$ cat config.mk
export PLATFORM = sky130hd
export DESIGN_NAME = ex_stage
export DESIGN_NICKNAME = d
export VERILOG_FILES = /design/src/rtl/ex_stage.sv
export SDC_FILE = /design/constraint.sdc
export NUM_CORES = 1
export LEC_CHECK = 0
export CORE_MARGIN = 10
export CORE_UTILIZATION = 25
export CTS_CLUSTER_SIZE = 12
export DETAILED_ROUTE_END_ITERATION = 8
export MAX_ROUTING_LAYER = met4
export SETUP_SLACK_MARGIN = 0.05
export SYNTH_ARGS = -nofsm -noshare
export SYNTH_HDL_FRONTEND = slang
export SYNTH_SLANG_ARGS = --single-unit
$ cat constraint.sdc
create_clock -name clk -period 5.65 [get_ports clk]
set_input_delay 1.13 -clock clk [delete_from_list [all_inputs] [get_ports clk]]
set_output_delay 1.13 -clock clk [all_outputs]
set_load 0.01 [all_outputs]
$ cat src/rtl/ex_stage.sv
// ex_stage -- execute stage of a 5-stage MIPS-style pipeline.
// Computes the ALU result, branch target and destination register, and
// registers them together with the WB/M control groups into EX/MEM.
// Optional feature: define EX_MUL_EN to build a 33-cycle iterative
// shift-add multiplier (funct 0x18) that stalls the upstream stages.
// Without EX_MUL_EN, funct 0x18 yields 0 in one cycle and stall is tied low.

`ifndef INTERNAL_BITS
`define INTERNAL_BITS 32
`endif

module ex_stage (
  input  logic                      clk,
  input  logic                      rst,
  input  logic                      flush,
  input  logic [3:0]                EX_in,
  input  logic [1:0]                WB_in,
  input  logic [2:0]                M_in,
  input  logic [`INTERNAL_BITS-1:0] Read_data1,
  input  logic [`INTERNAL_BITS-1:0] Read_data2,
  input  logic [`INTERNAL_BITS-1:0] Sign_extend,
  input  logic [`INTERNAL_BITS-1:0] PC,
  input  logic [4:0]                Instruction_20_16,
  input  logic [4:0]                Instruction_15_11,
  output logic [1:0]                WB_out,
  output logic [2:0]                M_out,
  output logic [`INTERNAL_BITS-1:0] ALU_result,
  output logic                      ALU_zero,
  output logic [`INTERNAL_BITS-1:0] Write_data,
  output logic [4:0]                Write_reg,
  output logic [`INTERNAL_BITS-1:0] Branch_target,
  output logic                      stall
);

  localparam int W = `INTERNAL_BITS;

  typedef enum logic [2:0] {
    OP_ADD, OP_SUB, OP_AND, OP_OR, OP_SLT, OP_MUL, OP_NONE
  } alu_op_e;

  logic          reg_dst;
  logic [1:0]    alu_op;
  logic          alu_src;
  logic [5:0]    funct;
  logic [W-1:0]  op_b;
  logic [W-1:0]  branch_target;
  logic [4:0]    write_reg;
  logic [W-1:0]  alu_result;
  alu_op_e       op;

  assign {reg_dst, alu_op, alu_src} = EX_in;
  assign funct         = Sign_extend[5:0];
  assign op_b          = alu_src ? Sign_extend : Read_data2;
  assign branch_target = PC + (Sign_extend << 2);
  assign write_reg     = reg_dst ? Instruction_15_11 : Instruction_20_16;

  // Decode ALUOp (and funct for R-type) into one ALU operation.
  always_comb begin
    // NOTE: every output of a combinational block gets a default first, so
    // no path can leave it unassigned and infer a latch.
    op = OP_ADD;
    case (alu_op)
      2'b01: op = OP_SUB;
      2'b10: begin
        case (funct)
          6'h20:   op = OP_ADD;
          6'h22:   op = OP_SUB;
          6'h24:   op = OP_AND;
          6'h25:   op = OP_OR;
          6'h2A:   op = OP_SLT;
`ifdef EX_MUL_EN
          6'h18:   op = OP_MUL;
`endif
          default: op = OP_NONE;
        endcase
      end
      default: op = OP_ADD;
    endcase
  end

  // Single-cycle ALU; unsupported functs (and mult here) produce 0.
  always_comb begin
    alu_result = '0;
    case (op)
      OP_ADD:  alu_result = Read_data1 + op_b;
      OP_SUB:  alu_result = Read_data1 - op_b;
      OP_AND:  alu_result = Read_data1 & op_b;
      OP_OR:   alu_result = Read_data1 | op_b;
      OP_SLT:  alu_result = {{(W-1){1'b0}}, $signed(Read_data1) < $signed(op_b)};
      default: alu_result = '0;
    endcase
  end

`ifdef EX_MUL_EN
  typedef enum logic {IDLE, MUL} state_e;

  state_e        state_q;
  state_e        state_d;
  logic [4:0]    count_q;
  logic [W-1:0]  mcand_q;
  logic [W-1:0]  mplier_q;
  logic [W-1:0]  acc_q;
  logic [W-1:0]  acc_next;
  logic [1:0]    wb_q;
  logic [2:0]    m_q;
  logic [4:0]    wr_q;
  logic          mul_start;
  logic          mul_done;

  // One shift-add step: add the multiplicand shifted to the current bit.
  assign acc_next = acc_q + (mplier_q[count_q] ? (mcand_q << count_q) : '0);

  // FSM next state and stall; flush and rst abort and mask stall.
  always_comb begin
    state_d   = state_q;
    stall     = 1'b0;
    mul_start = 1'b0;
    mul_done  = 1'b0;
    case (state_q)
      IDLE: begin
        if (op == OP_MUL && !flush) begin
          stall     = 1'b1;
          mul_start = 1'b1;
          state_d   = MUL;
        end
      end
      MUL: begin
        stall = !flush;
        if (count_q == 5'd31) begin
          mul_done = !flush;
          state_d  = IDLE;
        end
      end
      default: state_d = IDLE;
    endcase
    if (flush) state_d = IDLE;
    if (rst) begin
      stall     = 1'b0;
      mul_start = 1'b0;
      mul_done  = 1'b0;
      state_d   = IDLE;
    end
  end

  // State register and iteration counter.
  always_ff @(posedge clk) begin
    // NOTE: sequential state uses non-blocking assignments so every register
    // samples pre-edge values regardless of block ordering.
    if (rst) begin
      state_q <= IDLE;
      count_q <= '0;
    end else begin
      state_q <= state_d;
      if (mul_start)             count_q <= '0;
      else if (state_q == MUL)   count_q <= count_q + 5'd1;
    end
  end

  // Operand capture on MUL entry and accumulator update while in MUL.
  always_ff @(posedge clk) begin
    // NOTE: these datapath registers are deliberately not reset; they are
    // always written at MUL entry before being read.
    if (mul_start) begin
      mcand_q  <= Read_data1;
      mplier_q <= op_b;
      acc_q    <= '0;
      wb_q     <= WB_in;
      m_q      <= M_in;
      wr_q     <= write_reg;
    end else if (state_q == MUL) begin
      acc_q <= acc_next;
    end
  end
`else
  assign stall = 1'b0;
`endif

  // EX/MEM output register: reset > flush bubble > multiply > normal load.
  always_ff @(posedge clk) begin
    if (rst) begin
      WB_out        <= '0;
      M_out         <= '0;
      ALU_result    <= '0;
      ALU_zero      <= 1'b0;
      Write_data    <= '0;
      Write_reg     <= '0;
      Branch_target <= '0;
    end else if (flush) begin
      WB_out <= '0;
      M_out  <= '0;
`ifdef EX_MUL_EN
    end else if (mul_start) begin
      WB_out <= '0;
      M_out  <= '0;
    end else if (state_q == MUL) begin
      if (mul_done) begin
        ALU_result <= acc_next;
        ALU_zero   <= (acc_next == '0);
        WB_out     <= wb_q;
        M_out      <= m_q;
        Write_reg  <= wr_q;
      end
`endif
    end else begin
      WB_out        <= WB_in;
      M_out         <= M_in;
      ALU_result    <= alu_result;
      ALU_zero      <= (alu_result == '0);
      Write_data    <= Read_data2;
      Write_reg     <= write_reg;
      Branch_target <= branch_target;
    end
  end

endmodule

==> results of run 1 <==
report_power, final:
part	switching [mW]	internal [mW]	total [mW]
sequential	0.0364	0.820	0.856
clock	0.333	0.405	0.737
combinational	0.868	0.709	1.58
final timing paths:
path | start | end | slack (ns) | depth (start not counted)
worst max register to register | ALU_result[13] | ALU_result[13] | 4.88 | 2
worst max-delay path | Sign_extend[0] | ALU_zero | 0.42 | 16
worst min register to register | Branch_target[25] | Branch_target[25] | 0.47 | 2
worst min-delay path | Branch_target[25] | Branch_target[25] | 0.47 | 2
cells by family after synthesis:
family,synth area share
adder cells (fa/ha/maj),0.166
multiplexers,0.0740
AO/OA/AOI/OAI,0.271
flip-flops,0.192
AND/OR/NAND/NOR,0.210
other,0.000337
XOR/XNOR,0.0212
buffers and inverters,0.0650
worst max-delay path: cells and delay by family:
kind / cells / cell delay (ns)
AO/OA/AOI/OAI: 6 / 1.70
adder cells (fa/ha/maj): 2 / 0.72
buffers and inverters: 2 / 0.55
multiplexers: 1 / 0.24
AND/OR/NAND/NOR: 5 / 1.20
cell usage in the layout (no fill, tap or decap), drive strengths merged, types with 16 or more instances in the layout:
master,n
o221ai,16
nand4,16
mux2i,79
nand3,32
o211ai,16
a211oi,25
inv,112
xnor2,18
nor2,175
nor3,31
dfxtp,107
a21oi,130
clkdlybuf4s50,253
buf,125
nand2b,23
a21o,18
ha,143
o21ai,61
nand2,117
repair_timing:
item | 4_1_cts | 5_1_grt
setup endpoints to repair | 0 | 1
gates resized for setup | 0 | 2
hold buffers | 0 | 0
endpoints found under the hold margin | 0 | 0
area by class of cell:
cell class	count	share of cell area
flip-flops and latches	107	0.139
repair buffers	378	0.228
inverters	111	0.0270
clock buffers	11	0.0157
multi-input cells	1176	0.537
clock inverters	5	0.00551
diodes	2	0.000324
well taps	592	0.0479
per-stage QoR:
stage               utilization  setup TNS (ns)  area, µm²  cells
CTS                       0.350               0      15400   2380
global placement          0.342         -0.0147      15100   2364
detailed placement        0.342         -0.0705      15100   2364
global route              0.350               0      15400   2382
floorplan                     -               0      11100   1470
finish                    0.350               0      15400   2382
per-layer routing:
metal | vias up | GRT usage | part of all wire
met3 | 84 | 0.0439 | 0.068
met1 | 6035 | 0.230 | 0.43
met2 | 490 | 0.311 | 0.47
met4 | 0 | 0.0744 | 0.039
met5 | - | - | 0
li1 | 5945 | - | -
==> summary.md, run 1 <==
| Metric | Value |
|---|---|
| Outcome | `finished, final reports clean` |
| Max-Cap Viols | `0` |
| Detailed Routing Iterations Pass 1 | `6` |
| Crit end category | `flop` |
| Clk root buf | `clkbuf_16` |
| Minimum clock period | `~5.2 ns` |
| Layout cells sized above 1 | `0.100` |
| Post-CTS setup buffer count | `0` |
| Setup Slack @ Placement | `-0.0705 ns` |
| DRT Wirelength | `52300 µm` |
| Setup Viol. Count Final | `0` |
| H-Tree Depth | `3` |
| Initial antenna violation count | `2` |
| Post-synth EDFFs | `0` |
| Worst Slack Setup Final | `about 0.42 ns` |
| Final Slew Violations | `0` |
| Wire per inst | `between 20 and 25 µm` |
| Area Growth Syn to Fin | `38.7%` |
| Core ar. | `roughly 44000 µm²` |
| Worst hold slack | `approximately 0.47 ns` |
| Routed Antenna Nets | `0` |
| Pwr/cell area | `between 200 and 250 nW/µm²` |
| Worst Path Arrival | `5.53 ns` |
| Synth Warn # | `0` |
| Die Y | `about 230 µm` |
| Startpoint types | `input pin` |
| Worst slew margin | `0.431` |
| Area of the die | `between 50000 and 60000 µm²` |
| Vias per cell | `about 5.3` |
| Seq. cell area | `2140 µm²` |
| Leading post-synthesis cells by cell area | `dfxtp_1 (19%), ha_1 (16%), mux2i_1 (7.1%)` |
| Nets | `between 2k and 2.5k` |
| CTS tree | `built` |
| #FFs+latches synth | `about 110` |
| Fmax | `around 190 MHz` |
| Post-Syn Area per Cell | `~7.6 µm²` |
| Kind of critical path | `input pin to flop` |
| Chip Width | `around 230 µm` |
| DR vias | `12.6k` |
| RSZ-0062 raised after global routing | `no` |
| Cell mode on critical path | `nand4_1` |
| Top FF cell, synth | `dfxtp_1` |
| CP required | `between 5 and 6 ns` |
| Clk buf depth | `2` |
| Slowest cell on crit path | `fa_1` |
| I/O pin cnt | `258` |
| Hold Vio Cnt, Final | `0` |
| Port Buffers | `around 260` |
| Leak | `about 6.8 nW` |
| GP Congestion | `approximately 0.99` |
| HPWL after detailed placement | `42400 µm` |
| Gr ovfl total | `0` |
| Post-synth top cells | `nor2_1 (174), ha_1 (143), a21oi_1 (128)` |
| Post-synthesis cell count | `1470` |
| Syn_nets | `1766` |
| Vias in the first global route | `12.5k` |
| Hold Crit Class | `flop to flop` |
| Post-synth ARST share | `0` |
| Sequential area share after synthesis | `0.192` |
| Regs by FF count | `ALU_result: 32 flops, Branch_target: 32 flops, Write_data: 32 flops` |
| Tot Pwr | `3.17 mW` |
| GRT Util Overall | `0.193` |
| Critical Path Max Stage Delay | `around 0.47 ns` |
| Maximum fanout along the worst path | `4` |
| Fill cells | `between 4k and 5k` |
| Area leader, netlist | `dfxtp_1` |
| Post-synth top area share | `0.192` |
| Synthesized cell area | `11100 µm²` |
| Initial Utilization | `0.252` |
| Clock transition at path regs | `approximately 0.080 ns` |
| Synth cell types | `92` |
| Maximum VDD drop | `0.145 mV` |
| Part of the cycle the worst path needs | `0.926` |
| Clock Latency Late Sink | `between 0.3 and 0.4 ns` |
| Cell Chain, Critical Path | `clkdlybuf4s50_1 > mux2i_1 > inv_1 > ha_1 > fa_1 > a211oi_2 > nor2_1 > a41o_1 > o22a_1 > a221oi_1 > o2111ai_1 > nor4_1 > nand4_1 > nor4_2 > nand4_1 > o41ai_2` |
| Worst Tran Pin Value | `~0.85 ns` |
| Clk sink count | `~110` |
| Pin count of the biggest net entering global routing | `just under 70` |
| Inserted Clock Buffers | `9` |
| 1st-iter DRT viols | `1007` |
| Clk_skew | `0 ns` |
| First-pass GRT wire length | `just under 80000 µm` |
| Row count | `just under 80` |
| DRC | `0` |
| Footprint of the multi-input gates | `between 8000 and 9000 µm²` |
| Most frequent cell after synthesis | `nor2_1` |
Power figures use the tool's default switching activity.
==> run 2: changes to the inputs <==
--- a/config.mk
+++ b/config.mk
@@ -7,8 +7,10 @@
 export LEC_CHECK = 0
 export CORE_MARGIN = 10
 export CORE_UTILIZATION = 25
+export CTS_CLUSTER_DIAMETER = 100
 export CTS_CLUSTER_SIZE = 12
 export DETAILED_ROUTE_END_ITERATION = 8
+export HOLD_SLACK_MARGIN = 0.03
 export MAX_ROUTING_LAYER = met4
 export SETUP_SLACK_MARGIN = 0.05
 export SYNTH_ARGS = -nofsm -noshare
==> constraint.sdc (replaced) <==
create_clock -name clk -period 4.6 [get_ports clk]
set_input_delay 0.92 -clock clk [delete_from_list [all_inputs] [get_ports clk]]
set_output_delay 0.92 -clock clk [all_outputs]
set_load 0.01 [all_outputs]
==> summary.md, run 2 (synthesis gave the netlist of run 1 again) <==
| Metric | Value |
|---|---|
| Hold Crit Class | `flop to flop` |
| Crit Reg-Reg Startpoint | `ALU_result[13]` |
| Row count | `77 (unchanged)` |
| Max-Cap Viols | `0 (unchanged)` |
| DRT Wirelength | `54300 µm (+3.8%)` |
| Worst Path Arrival | `4.80 ns (-0.73 ns)` |
| Post-layout util | `0.410 (+0.0597)` |
| Port Buffers | `256 (unchanged)` |
| Core ar. | `44100 µm² (unchanged)` |
| GP Congestion | `0.941 (-5.4%)` |
| Tot Pwr | `4.31 mW (+36%)` |
| Fill cells | `4564 (-3.3%)` |
| Chip Width | `231 µm (unchanged)` |
| Outcome | `finished, final reports clean` |
| Worst Slack Setup Final | `0.0851 ns (-0.333 ns)` |
| Final Slew Violations | `0 (unchanged)` |
| Most common cell after layout, fill and taps aside | `buf_4` |
| Most frequent cells in the layout | `buf_4 (392), clkdlybuf4s50_1 (242), nor2_1 (172), ha_1 (133), a21oi_1 (121)` |
| Hold Vio Cnt, Final | `0 (unchanged)` |
| Minimum clock period | `around 4.5 ns` |
| Clk_skew | `0 ns (unchanged)` |
| Vias per cell | `5.03 (-4.5%)` |
| Setup TNS | `0 ns (unchanged)` |
| Startpoint types | `input pin` |
| Cell Chain, Critical Path | `clkdlybuf4s50_1 > mux2i_1 > buf_4 > ha_4 > or3b_4 > o221ai_1 > a21o_1 > a21oi_4 > o41ai_4 > nor2_1 > a211o_1 > a221oi_1 > buf_4 > and4bb_1 > nand4_1 > o41ai_2` |
| Clock Latency Late Sink | `0.37 ns (about the same)` |
| Maximum VDD drop | `0.153 mV (+5.1%)` |
| DRC | `0 (unchanged)` |
| Fmax | `about 220 MHz` |
| Final Instance Count excl. Fillers | `2655 (+11%)` |
| 1st-iter DRT viols | `992 (-1.5%)` |
| Setup Slack @ Placement | `-0.713 ns (-0.643 ns)` |
| Slowest cell on crit path | `o41ai_4` |
| Pin count of the biggest net entering global routing | `119 (+72%)` |
| # hold bufs at CTS | `0 (unchanged)` |
| Regs by FF count | `ALU_result: 32 flops, Branch_target: 32 flops, Write_data: 32 flops` |
| Clk root buf | `clkbuf_16` |
| Initial Utilization | `0.252 (unchanged)` |
| CTS tree | `built` |
| Leak | `8.23 nW (+22%)` |
| Worst Tran Pin Value | `0.703 ns (-0.150 ns)` |
| Cell mode on critical path | `buf_4` |
| Worst slew margin | `0.531 (+0.0994)` |
| Layout cells sized above 1 | `0.250 (+0.150)` |
| Placed insts | `2612 (+10%)` |
| Detailed Routing Iterations Pass 1 | `7 (+1)` |
| Pwr/cell area | `238 nW/µm² (+16%)` |
| Routed Antenna Nets | `0 (unchanged)` |
| Inserted Clock Buffers | `9 (unchanged)` |
| First-pass GRT wire length | `81100 µm (+4.9%)` |
| H-Tree Depth | `3 (unchanged)` |
| Crit end category | `flop` |
| Kind of critical path | `input pin to flop` |
| Placed Area | `17000 µm² (+12%)` |
| Area Growth Syn to Fin | `62.3%` |
| Nets | `2354 (+13%)` |
| Hold_sp | `ALU_result[28]` |
| I/O pin cnt | `258 (unchanged)` |
| Die Y | `231 µm (unchanged)` |
| Critical Path Max Stage Delay | `0.52 ns (+0.05 ns)` |
| Clk sink count | `107 (unchanged)` |
| GRT Util Overall | `0.200 (+0.00696)` |
| Initial antenna violation count | `0 (-2)` |
| Wire per inst | `20.5 µm (-6.8%)` |
| Worst hold slack | `0.465 ns (-0.000900 ns)` |
| Crit path buf inv count | `3 (+1)` |
| DR vias | `13.4k (+6.4%)` |
| Setup Viol. Count Final | `0 (unchanged)` |
| Critical Path Source | `Read_data2[10]` |
| Post-route cell area | `18100 µm² (+17%)` |
| RSZ-0062 raised after global routing | `yes` |
| Clock transition at path regs | `0.07 ns (about the same)` |
| CP top delay family | `compound AO/OA/AOI/OAI gates` |
| HPWL after detailed placement | `44200 µm (+4.1%)` |
| CP required | `4.88 ns (-1.06 ns)` |
| Diode count | `0 (-2)` |
| Clk buf depth | `2 (unchanged)` |
| Gr ovfl total | `0 (unchanged)` |
| Area of the die | `53400 µm² (unchanged)` |
| Part of the cycle the worst path needs | `0.981` |
| Maximum fanout along the worst path | `7 (+3)` |
| Vias in the first global route | `13.7k (+10%)` |
run 2: changes by cell type in the layout (fill, tap and decap cells not counted), moves of 5 or more:
cell / delta
a21oi_1: -7
a21oi_2: +6
buf_4: +272
clkdlybuf4s50_1: -11
dlygate4sd2_1: +5
dlymetal6s2s_1: +6
ha_1: -10
ha_4: +7
mux2i_1: -7
mux2i_4: +6
o21ai_1: +5
run 2: path summary, 6_finish.rpt:
| kind | endpoint | slack, ns | cells after the start |
|---|---|---|---|
| worst max-delay path | ALU_zero | 0.09 | 16 |
| worst min-delay path | ALU_result[28] | 0.46 | 2 |
| worst min register to register | ALU_result[28] | 0.46 | 2 |
| worst max register to register | ALU_result[13] | 3.82 | 2 |
run 2: worst reg2reg max path, cell delays in order, from the launching register on:
cell	delay [ns]
dfxtp_1	0.43
nand2b_1	0.14
o311a_1	0.16
run 2: per-layer routing:
metal  routed length, µm  part of all wire  global-route usage  vias up
li1                    -                 -                   -     6482
met1               23200              0.43               0.236     6347
met2               25600              0.47               0.331      433
met3                3170             0.058              0.0362      101
met4                2280             0.042              0.0771        0
met5                   0                 0                   -        -
run 2: power breakdown:
| part | internal, mW | total, mW | switching, mW |
|---|---|---|---|
| sequential | 1.01 | 1.05 | 0.0458 |
| clock | 0.470 | 0.863 | 0.393 |
| combinational | 1.20 | 2.39 | 1.19 |
| total | 2.68 | 4.31 | 1.63 |
run 2: cell type report:
class,count,area (µm²),share of cell area
Multi-Input combinational cell,1176,8820,0.488
Timing Repair Buffer,653,5640,0.312
Inverter,111,417,0.0230
Tap cell,592,741,0.0410
Sequential cell,107,2140,0.118
Clock inverter,4,55.1,0.00304
Clock buffer,12,267,0.0147
run 2: what timing repair did:
| item | CTS | global route |
|---|---|---|
| resized for setup | 45 | 70 |
| cloned | 0 | 1 |
| buffers inserted | 14 | 12 |
| pin swaps | 20 | 19 |
| endpoints found under the setup margin | 5 | 8 |
| endpoints found under the hold margin | 0 | 0 |
